===== src/rtl/cache_fill_pkg.sv =====
// Shared types and default geometry for the critical-word-first line-fill engine.
package cache_fill_pkg;
   typedef enum logic [1:0] {
      IDLE  = 2'd0,
      FETCH = 2'd1,
      RESP  = 2'd2
   } fill_state_t;

   localparam int DEF_ADDR_W     = 32;
   localparam int DEF_DATA_W     = 32;
   localparam int DEF_LINE_WORDS = 4;
endpackage


===== src/rtl/line_buf.sv =====
// Line storage: one word written per cycle at an index, whole line read out flat.
module line_buf
   import cache_fill_pkg::*;
#(
   parameter int DATA_W     = DEF_DATA_W,
   parameter int LINE_WORDS = DEF_LINE_WORDS,
   localparam int IDX_W     = $clog2(LINE_WORDS)
) (
   input  logic                         clk,
   input  logic                         rst_n,
   input  logic                         wr_en,
   input  logic [IDX_W-1:0]             wr_idx,
   input  logic [DATA_W-1:0]            wr_data,
   output logic [LINE_WORDS*DATA_W-1:0] line
);

   logic [DATA_W-1:0] words_r [LINE_WORDS];

   // word storage, cleared by reset
   always_ff @(posedge clk) begin
      if (!rst_n) begin
         for (int i = 0; i < LINE_WORDS; i++) begin
            words_r[i] <= '0;
         end
      end else if (wr_en) begin
         words_r[wr_idx] <= wr_data;
      end
   end

   // flatten: word i occupies bits [i*DATA_W +: DATA_W]
   always_comb begin
      line = '0;
      for (int i = 0; i < LINE_WORDS; i++) begin
         line[i*DATA_W +: DATA_W] = words_r[i];
      end
   end

endmodule


===== src/rtl/cache_line_fill.sv =====
// Critical-word-first cache line fill: fetches LINE_WORDS words starting at the
// missed word, wrapping within the line, then presents the whole line.
module cache_line_fill
   import cache_fill_pkg::*;
#(
   parameter int ADDR_W     = DEF_ADDR_W,
   parameter int DATA_W     = DEF_DATA_W,
   parameter int LINE_WORDS = DEF_LINE_WORDS
) (
   input  logic                         clk,
   input  logic                         rst_n,
   input  logic                         fill_req_valid,
   output logic                         fill_req_ready,
   input  logic [ADDR_W-1:0]            fill_req_addr,
   output logic                         fill_crit_valid,
   output logic [DATA_W-1:0]            fill_crit_data,
   output logic                         fill_rsp_valid,
   input  logic                         fill_rsp_ready,
   output logic [ADDR_W-1:0]            fill_rsp_addr,
   output logic [LINE_WORDS*DATA_W-1:0] fill_rsp_data,
   output logic                         fill_rsp_err,
   output logic                         mem_rd_req,
   output logic [ADDR_W-1:0]            mem_rd_addr,
   input  logic                         mem_rd_ack,
   input  logic [DATA_W-1:0]            mem_rd_data,
   input  logic                         mem_rd_err
);

   localparam int IDX_W  = $clog2(LINE_WORDS);
   localparam int BYTE_W = $clog2(DATA_W / 8);
   localparam int OFF_W  = $clog2(LINE_WORDS * DATA_W / 8);
   localparam logic [ADDR_W-1:0] OFF_MASK = ADDR_W'((64'd1 << OFF_W) - 64'd1);
   localparam logic [IDX_W-1:0]  LAST_CNT = IDX_W'(LINE_WORDS - 1);

   fill_state_t       state_r, state_n;
   logic [ADDR_W-1:0] base_r;
   logic [IDX_W-1:0]  idx_r, cnt_r;
   logic              err_r, ready_r, req_r, rsp_valid_r, crit_valid_r;
   logic [DATA_W-1:0] crit_data_r;
   logic              accept_s, ack_s;

   // next-state decode; ready is gated by its register so the first cycle after reset accepts nothing
   always_comb begin
      state_n  = state_r;
      accept_s = 1'b0;
      ack_s    = 1'b0;
      case (state_r)
         IDLE: begin
            if (fill_req_valid && ready_r) begin
               accept_s = 1'b1;
               state_n  = FETCH;
            end else begin
               state_n = IDLE;
            end
         end
         FETCH: begin
            if (mem_rd_ack) begin
               ack_s = 1'b1;
               if (cnt_r == LAST_CNT) begin
                  state_n = RESP;
               end else begin
                  state_n = FETCH;
               end
            end else begin
               state_n = FETCH;
            end
         end
         RESP: begin
            if (fill_rsp_ready) begin
               state_n = IDLE;
            end else begin
               state_n = RESP;
            end
         end
         default: state_n = IDLE;
      endcase
   end

   // state, registered handshake outputs, index/counter/error tracking
   always_ff @(posedge clk) begin
      if (!rst_n) begin
         state_r      <= IDLE;
         ready_r      <= 1'b0;
         req_r        <= 1'b0;
         rsp_valid_r  <= 1'b0;
         crit_valid_r <= 1'b0;
         crit_data_r  <= '0;
         base_r       <= '0;
         idx_r        <= '0;
         cnt_r        <= '0;
         err_r        <= 1'b0;
      end else begin
         state_r      <= state_n;
         ready_r      <= (state_n == IDLE);
         req_r        <= (state_n == FETCH);
         rsp_valid_r  <= (state_n == RESP);
         crit_valid_r <= ack_s && (cnt_r == {IDX_W{1'b0}});
         if (ack_s && (cnt_r == {IDX_W{1'b0}})) begin
            crit_data_r <= mem_rd_data;
         end
         if (accept_s) begin
            base_r <= fill_req_addr & ~OFF_MASK;
            idx_r  <= fill_req_addr[OFF_W-1:BYTE_W];
            cnt_r  <= {IDX_W{1'b0}};
            err_r  <= 1'b0;
         end else if (ack_s) begin
            idx_r  <= idx_r + IDX_W'(1);
            cnt_r  <= cnt_r + IDX_W'(1);
            err_r  <= err_r | mem_rd_err;
         end
      end
   end

   line_buf #(
      .DATA_W     (DATA_W),
      .LINE_WORDS (LINE_WORDS)
   ) u_line_buf (
      .clk     (clk),
      .rst_n   (rst_n),
      .wr_en   (ack_s),
      .wr_idx  (idx_r),
      .wr_data (mem_rd_data),
      .line    (fill_rsp_data)
   );

   assign fill_req_ready  = ready_r;
   assign fill_crit_valid = crit_valid_r;
   assign fill_crit_data  = crit_data_r;
   assign fill_rsp_valid  = rsp_valid_r;
   assign fill_rsp_addr   = base_r;
   assign fill_rsp_err    = err_r;
   assign mem_rd_req      = req_r;
   assign mem_rd_addr     = base_r + (ADDR_W'(idx_r) << BYTE_W);

endmodule


===== config.mk =====
export PLATFORM = sky130hd
export DESIGN_NAME = cache_line_fill
export DESIGN_NICKNAME = d
export VERILOG_FILES = /design/src/rtl/cache_fill_pkg.sv /design/src/rtl/line_buf.sv /design/src/rtl/cache_line_fill.sv
export SDC_FILE = /design/constraint.sdc
export NUM_CORES = 1
export LEC_CHECK = 0
export ABC_AREA = 1
export BUFFER_PORTS_ARGS = -buffer_cell sky130_fd_sc_hd__buf_2
export CAP_MARGIN = 10
export CORE_ASPECT_RATIO = 0.6
export CORE_MARGIN = 2
export CORE_UTILIZATION = 43
export DETAILED_ROUTE_END_ITERATION = 8
export GPL_ROUTABILITY_DRIVEN = 1
export MAX_ROUTING_LAYER = met4
export PLACE_DENSITY = 0.84
export REMOVE_ABC_BUFFERS = 1
export SLEW_MARGIN = 20
export SYNTH_ARGS = -nofsm -noshare
export SYNTH_HDL_FRONTEND = slang
export SYNTH_SLANG_ARGS = --single-unit

===== constraint.sdc =====
create_clock -name clk -period 3.7 [get_ports clk]
set_input_delay 0 -clock clk [delete_from_list [all_inputs] [get_ports clk]]
set_output_delay 0 -clock clk [all_outputs]
set_load 0.02 [all_outputs]

==> flow_summary.ini <==
[clock_tree]
clk_pin_slew_worst_paths_ps = 70
htree_levels = 4
cts_setup_buffers = 0
cts.sinks = 199
cts-root-buf = clkbuf_16
cts_tree = done
clk_latency_ps = 420
cts_buffer_depth = 2
cts-resized-gates = 0
numCtsBuffers = 17

[grt]
overflow = 0
track_usage_pct = 23.8
grt_start_max_net_pins = 69
grt_pass1_wl_um = 32000
antenna_found_initial = 0
grt_pass1_vias = 5722

[setup_path]
critPathKind = reg2reg
required_ps = 3820
end_kind = flop
r2r_cells = 4
crit-reg2reg-capture = u_line_buf.words_r[2][8]
worstPathArrival_ps = 2450
critPathLaunch = idx_r[0]
reg2reg_from = idx_r[0]
regToRegSetupSlack_ps = 1360
crit_fanout = 34
crit_end = u_line_buf.words_r[2][8]
crit_path_start_kind = flop

[logic_synthesis]
yosys.area_share.xor_xnor_pct = 0
yosysWarnings = 0
syn_inst = 666
synth-seq-cells = 199
avgSynthCellArea_um2 = 11.0
synth_top_cells_by_area = edfxtp_1 (52%), dfxtp_1 (19%), nor2_1 (11%)
yosysSeqAreaShare_pct = 71.6
synth_top_area_share_pct = 52.3
yosys.area_share.simple_pct = 15.2
yosys.area_share.adder_pct = 0.340
synth_area_um2 = 7350
yosysTopAreaCell = edfxtp_1
synth_compound_area_share_pct = 4.80
muxShareOfSynthArea_pct = 0
synth_top_family_by_area = simple AND/OR/NAND/NOR gates
synth_cell_type_count = 22

[place]
place_hpwl_um = 13500
placed_area_um2 = 8830
gp_congestion = 0.784
place_inst = 1135
io_buffers = 290

[pwr]
power.leakage_nw = 4.88
p_per_area_nw_per_um2 = 504
peakVddDrop_mv = 0.309

[layout]
antenna_cells = 0
nFillCells = 1333
final_cell_mix = buf_2 (290), nor2_1 (225), edfxtp_1 (128)
drive_gt1_share_pct = 34.0
nets = 1064
syn_to_final_growth_pct = 37.5
mostFrequentLayoutCell = buf_2
fin_cells = 1233
final_core_util_pct = 61.3
final_area_um2 = 10100

[routing]
via_count = 5991
antenna_left = 0
drtPass1Iterations = 7
wl_per_cell_um = 17.2
routed_wl_um = 21200
routed_via_density = 4.86
drc = 0
drt-initial-drc-count = 557

[die]
die_area_um2 = 18200
start_util_pct = 44.6
die_h_um = 105
fp.coreArea_um2 = 16500
row_count = 36
die-width_um = 173
io_pins = 299

[timing]
finalHoldViolCount = 0
finalCriticalPeriod_ps = 2340
setup_tns_ps = 0
fin_crit_sh_pct = 63.1
slew_headroom_pct = 33.2
worst_hold_slack_ps = 78.1
tightest_slew_ps = 1000
setup_violations = 0
rsz0062_at_grt = no
maxSlewViolCount = 0
fmax_ghz = 0.428
clock_skew_ps = 9.44

[run_status]
run_status = finished, final reports clean

[worst_hold_path]
hold_class = in2reg

[flow_run]
max-cap-violations = 0
report_power, final:
part	internal (mW)	switching, mW
combinational	0.211	0.452
clock	1.03	0.883
sequential	2.47	0.0536
synthesized netlist by cell type:
| cell | n |
|---|---|
| and2_1 | 2 |
| buf_6 | 4 |
| nand3b_1 | 1 |
| o31ai_1 | 1 |
| conb_1 | 1 |
| inv_2 | 1 |
| buf_1 | 2 |
| edfxtp_1 | 128 |
| nor2_4 | 2 |
| o21ai_0 | 64 |
| a21oi_1 | 5 |
| ha_1 | 2 |
| nor2_1 | 225 |
| nand3_1 | 4 |
| buf_4 | 38 |
| buf_2 | 5 |
| nor3b_1 | 1 |
| dfxtp_1 | 71 |
| clkbuf_1 | 15 |
| inv_1 | 44 |
| nand2_1 | 49 |
| nand3_4 | 1 |
area by class of cell:
cell class / count / area (um2) / share of cell area, %
Inverter: 45 / 169 / 1.67
Clock buffer: 19 / 464 / 4.59
Multi-Input combinational cell: 363 / 1570 / 15.5
Timing Repair Buffer: 366 / 2200 / 21.8
Sequential cell: 199 / 5270 / 52.1
Clock inverter: 13 / 154 / 1.52
Tap cell: 228 / 285 / 2.82
how the worst min path moves through the flow:
stage                    start            endpoint  depth (start not counted)
2_1_floorplan            rst_n      fill_rsp_valid                          1
3_3_place_gp   mem_rd_data[10]  fill_crit_data[10]                          3
3_5_place_dp    mem_rd_data[9]   fill_crit_data[9]                          3
4_1_cts         fill_rsp_ready          state_r[1]                          5
5_1_grt         fill_rsp_ready      fill_rsp_valid                          5
6_report        fill_rsp_ready          state_r[1]                          5
routing by layer:
| layer | vias to the layer above | track usage [%] | routed length [um] |
|---|---|---|---|
| met1 | 2851 | 30.0 | 8630 |
| li1 | 2773 | - | - |
| met4 | 0 | 5.69 | 304 |
| met5 | - | - | 0 |
| met3 | 30 | 5.99 | 1890 |
| met2 | 337 | 39.0 | 10400 |
critical path, cell delays in order, from the launching register on:
cell and delay, ps:
dfxtp_1 330, inv_1 180, nand2_2 520, o21ai_4 740, buf_12 250
cell families after synthesis:
logic type               Yosys count
AO/OA/AOI/OAI                     70
other                              1
buffers and inverters            109
AND/OR/NAND/NOR                  285
adder cells (fa/ha/maj)            2
flip-flops                       199
metrics by stage:
stage                     total power, mW  worst slack (ps)
after floorplan                      2.89              -216
after global placement               3.16              1470
after detailed placement             3.17              1370
after CTS                            5.12              1340
after global routing                 5.28              1180
final                                5.09              1360
state kept, by name (all words and copies together), names as in the netlist:
signal,cells
u_line_buf.words_r,128
state_r,2
cnt_r,2
fill_rsp_addr,28
fill_rsp_valid,1
fill_crit_valid,1
idx_r,2
fill_rsp_err,1
fill_req_ready,1
mem_rd_req,1
fill_crit_data,32
repair_timing:
item / 4_1_cts / 5_1_grt
hold buffers: 66 / 0
setup endpoints to repair: 0 / 0
endpoints found under the hold margin: 158 / 0
Power figures use the tool's default switching activity.
